<file path="config.mk">
export PLATFORM = sky130hd
export DESIGN_NAME = eight_3bin_encoder
export DESIGN_NICKNAME = d
export VERILOG_FILES = /design/src/rtl/eight_3bin_encoder.sv
export SDC_FILE = /design/constraint.sdc
export NUM_CORES = 1
export LEC_CHECK = 0
export CAP_MARGIN = 20
export CELL_PAD_IN_SITES_DETAIL_PLACEMENT = 1
export CELL_PAD_IN_SITES_GLOBAL_PLACEMENT = 2
export CORE_ASPECT_RATIO = 0.8
export CORE_MARGIN = 2
export CORE_UTILIZATION = 42
export CTS_CLUSTER_DIAMETER = 150
export DETAILED_ROUTE_END_ITERATION = 7
export GPL_ROUTABILITY_DRIVEN = 1
export PLACE_DENSITY_LB_ADDON = 0.1
export SYNTH_ARGS = -nofsm -noshare
export SYNTH_HDL_FRONTEND = slang
export SYNTH_SLANG_ARGS = --single-unit
</file>
<file path="constraint.sdc">
create_clock -name clk -period 2.78 [get_ports clk]
set_clock_uncertainty 0.2 [all_clocks]
set_input_delay 0.278 -clock clk [delete_from_list [all_inputs] [get_ports clk]]
set_output_delay 0.278 -clock clk [all_outputs]
set_load 0.02 [all_outputs]
</file>
<file path="src/rtl/eight_3bin_encoder.sv">
// eight_3bin_encoder: registered 8-to-3 priority encoder for board switches/buttons.
// Raw inputs are double-flop synchronised, debounced per bit, then the highest
// set debounced bit is encoded into a 3-bit code with a valid flag and a
// one-cycle change pulse whenever {valid,code} moves.
module eight_3bin_encoder #(
    parameter int DB_CYCLES = 16,
    parameter int CNT_W     = 20
) (
    input  logic       clk,
    input  logic       rst_n,
    input  logic       en,
    input  logic [7:0] sw,
    output logic [2:0] code,
    output logic       valid,
    output logic       chg,
    output logic [7:0] stable_sw
);

    localparam logic [CNT_W-1:0] CNT_LAST = CNT_W'(DB_CYCLES - 1);

    logic [7:0]       s1;
    logic [7:0]       s2;
    logic [CNT_W-1:0] cnt [8];
    logic [2:0]       next_code;
    logic             next_valid;

    // Two-flop synchroniser per bit to tame the asynchronous switch inputs.
    always_ff @(posedge clk) begin
        if (!rst_n) begin
            s1 <= '0;
            s2 <= '0;
        end else begin
            s1 <= sw;
            s2 <= s1;
        end
    end

    // Per-bit debounce: a bit only updates after DB_CYCLES consecutive differing edges.
    always_ff @(posedge clk) begin
        if (!rst_n) begin
            stable_sw <= '0;
            for (int i = 0; i < 8; i++) begin
                cnt[i] <= '0;
            end
        end else begin
            for (int i = 0; i < 8; i++) begin
                if (s2[i] == stable_sw[i]) begin
                    cnt[i] <= '0;
                end else if (cnt[i] == CNT_LAST) begin
                    stable_sw[i] <= s2[i];
                    cnt[i]       <= '0;
                end else begin
                    cnt[i] <= cnt[i] + 1'b1;
                end
            end
        end
    end

    // Priority encode the debounced vector; the highest index wins because later loop passes overwrite.
    always_comb begin
        next_code  = 3'd0;
        next_valid = 1'b0;
        if (en && (stable_sw != 8'h00)) begin
            next_valid = 1'b1;
            for (int i = 0; i < 8; i++) begin
                if (stable_sw[i]) begin
                    next_code = 3'(i);
                end
            end
        end
    end

    // Register the encoder result and flag any change of {valid,code} for one cycle.
    always_ff @(posedge clk) begin
        if (!rst_n) begin
            code  <= 3'd0;
            valid <= 1'b0;
            chg   <= 1'b0;
        end else begin
            code  <= next_code;
            valid <= next_valid;
            chg   <= ({next_valid, next_code} != {valid, code});
        end
    end

endmodule

</file>
==> run summary <==
Routed wire per std cell - 13.5 um
Height of the chip - 138 um
RSZ-0062 raised after global routing - no
Number of buffers and inverters on the critical path - 1
First-pass GRT wire length - 32.5 mm
Fraction of final layout cells with drive strength greater than 1 - 4.87%
Element type at the critical path end - register
Number of gates given a new drive strength after cts - 0
Number of different library cells in the post-synthesis netlist - 38
Worst Setup Path Type - reg2reg
Worst setup SP type - register
Die Outline Area - 0.0238 mm2
Routability congestion estimate - 0.729
Number of placement rows - 49
Pin count of the biggest net entering global routing - 36
Clock tree from TritonCTS - yes
CP Data Required Time - 2770 ps
Total Routing Usage GR - 17.0%
Max-slew violation total from the final report - 0
Initial antenna violation count - 0
Overall die width - 172 um
Hold buffer count at CTS - 0
Number of global-route vias before repair - 6736
P_int - 4.70 mW
Most frequent cells in the layout - sky130_fd_sc_hd__nor2_1 (188), sky130_fd_sc_hd__edfxtp_1 (160), sky130_fd_sc_hd__conb_1 (160), sky130_fd_sc_hd__xor2_1 (96), sky130_fd_sc_hd__nand2_1 (58)
Cell class contributing the biggest share of worst-path delay - simple AND/OR/NAND/NOR gates
Cells along the critical path - or4_1 -> nor4_1 -> nand3b_1 -> buf_4 -> nor2_1
Endpoints failing setup - 0
Setup repair bufs after CTS - 0
Cell with the largest stage delay on the worst path - sky130_fd_sc_hd__or4_1
Layout Area Growth over Synthesis - 19.3%
Final Hold Vio Count - 0
Leakage power of the design - 4.07 nW
Number of clock sinks seen by CTS - 189
Cell Area, Synth - 0.00949 mm2
Maximum net fanout on the critical path - 11
Type of the worst min-delay path - in2reg
Accumulated negative setup slack - 0 ps
Fmax - 415 MHz
DR vias/cell - 4.69
Peak per-stage delay on the critical path - 550 ps
NetSw - 1.31 mW
Total overflow reported by the global router - 0
First drt pass iteration count - 4
Slew of the pin with the lowest slew margin - 629 ps
Clock transition at the registers of the reported paths - 70 ps
Max IR drop VDD - 245 uV
Number of flops mapped to enable cells by yosys - 160
Fraction of power consumed by sequential logic - 54.9%
Clock Tree Buf Depth - 2
Count of inserted antenna diode cells - 0
Remaining antenna violation count after routing - 0
Net count of the finished layout - 1094
Core area - 0.0223 mm2
Io pins - 24
Power density relative to cell area - 531 mW/mm2
Number of buffers inserted by port buffering - 23
Most used DFF post-synth - sky130_fd_sc_hd__edfxtp_1
Starting utilization of the core area - 42.5%
Drc violations - 0
Drt first-iter violations - 358
Count of mapped cells out of synthesis - 881
HPWL after DPL - 13.5 mm
Switching portion of total power - 21.8%
Relative slew margins - 57.8%
Period Utilization, post-route - 86.7%
Via count - 6539
Final routed wirelength across all metal layers - 18.8 mm
Library cell used as clock root buffer - sky130_fd_sc_hd__clkbuf_16
Share of flip-flops with an asynchronous set or reset after synthesis - 0%
Worst-skew pair later-pin latency - 430 ps
Number of synthesized register bits - 189
Count of max-cap constraint violations - 0
Min cycle time layout - 2410 ps
Sequential cell area fraction in the yosys report - 56.8%
Pwr Total - 6.01 mW
Logic gate share of total power - 3.9%
Worst path arrival time - 2400 ps
Power share of the clock group - 41.2%
Mapped Avg Cell Area - 10.8 um2
Most common cell after layout, fill and taps aside - sky130_fd_sc_hd__nor2_1
Yosys warnings - 0
Status - finished clean
Deepest level of the CTS H-tree - 4
Num CTS Buffers - 17
kinds of logic after synthesis:
logic type / Yosys count / share of synthesized area [%]
flip-flops: 189 / 56.8
AND/OR/NAND/NOR: 463 / 24.0
other: 1 / 0.0395
XOR/XNOR: 151 / 13.9
multiplexers: 8 / 0.844
buffers and inverters: 46 / 2.06
adder cells (fa/ha/maj): 8 / 1.06
AO/OA/AOI/OAI: 15 / 1.27
synth_stat cells (2+ instances only):
library cell	instances	area, um2
sky130_fd_sc_hd__nand2_1	58	218
sky130_fd_sc_hd__nand4_1	30	188
sky130_fd_sc_hd__nor2b_1	9	56.3
sky130_fd_sc_hd__or2_2	2	12.5
sky130_fd_sc_hd__edfxtp_1	160	4800
sky130_fd_sc_hd__and4_1	13	114
sky130_fd_sc_hd__o21ai_0	3	15.0
sky130_fd_sc_hd__ha_1	8	100
sky130_fd_sc_hd__buf_4	2	15.0
sky130_fd_sc_hd__inv_1	20	75.1
sky130_fd_sc_hd__mux2i_1	8	80.1
sky130_fd_sc_hd__nand3_1	49	245
sky130_fd_sc_hd__and2_1	19	119
sky130_fd_sc_hd__o31a_1	2	17.5
sky130_fd_sc_hd__buf_2	12	60.1
sky130_fd_sc_hd__nor4_1	30	188
sky130_fd_sc_hd__nor2_1	188	706
sky130_fd_sc_hd__nand3b_1	6	45.0
sky130_fd_sc_hd__xor2_1	96	841
sky130_fd_sc_hd__dfxtp_1	29	581
sky130_fd_sc_hd__nor3_1	13	65.1
sky130_fd_sc_hd__clkbuf_1	12	45.0
sky130_fd_sc_hd__xnor2_1	55	482
sky130_fd_sc_hd__and3_1	24	150
sky130_fd_sc_hd__or3_1	2	12.5
sky130_fd_sc_hd__a21oi_1	5	25.0
sky130_fd_sc_hd__or4_1	15	113
area by class of cell:
cell class	instances	area (um2)
inverters	20	75.1
clock buffers	21	440
clock inverters	11	144
flip-flops and latches	189	5390
fillers	2558	11000
repair buffers	42	385
well taps	306	383
multi-input cells	805	4500
metrics by stage:
step	hold slack [ps]	cell area [um2]	util, %	worst slack, ps	cells
2_1_floorplan	205	10100	-	565	1040
6_report	225	11300	50.7	370	1394
4_1_cts	205	11300	50.7	358	1394
3_3_place_gp	214	10700	48.1	422	1362
5_1_grt	219	11300	50.7	182	1394
3_5_place_dp	220	10700	48.1	383	1362
registers in the layout (all words and copies together) (netlist names):
name,flops
cnt,160
valid,1
stable_sw,8
s1,8
s2,8
chg,1
code,3
routing by layer:
metal / wire, um / part of all wire [%] / vias to the layer above / GRT usage [%]
met2: 8660 / 46 / 35 / 26.8
met1: 9460 / 50 / 3149 / 23.7
li1: - / - / 3334 / -
met4: 324 / 1.7 / 0 / 5.40
met5: 0 / 0 / - / 0
met3: 353 / 1.9 / 21 / 3.44
power groups by stage:
stage	sequential [mW]	clock [mW]	combinational (mW)
detailed placement	3.36	0	0.230
CTS	3.30	2.56	0.233
floorplan	3.32	0	0.182
global placement	3.35	0	0.227
global route	3.31	2.66	0.278
finish	3.30	2.48	0.236
final timing paths:
path              cells after the start                        to                      from  slack, ps
setup reg to reg                      5  cnt[1][25]$_SDFFCE_PN0P_  cnt[1][36]$_SDFFCE_PN0P_        370
setup / recovery                      5  cnt[1][25]$_SDFFCE_PN0P_  cnt[1][36]$_SDFFCE_PN0P_        370
hold / removal                        2          s1[2]$_SDFF_PN0_                     sw[2]        220
hold reg to reg                       1          s2[6]$_SDFF_PN0_          s1[6]$_SDFF_PN0_        230
Note: power is estimated with default switching activity, not from simulation.
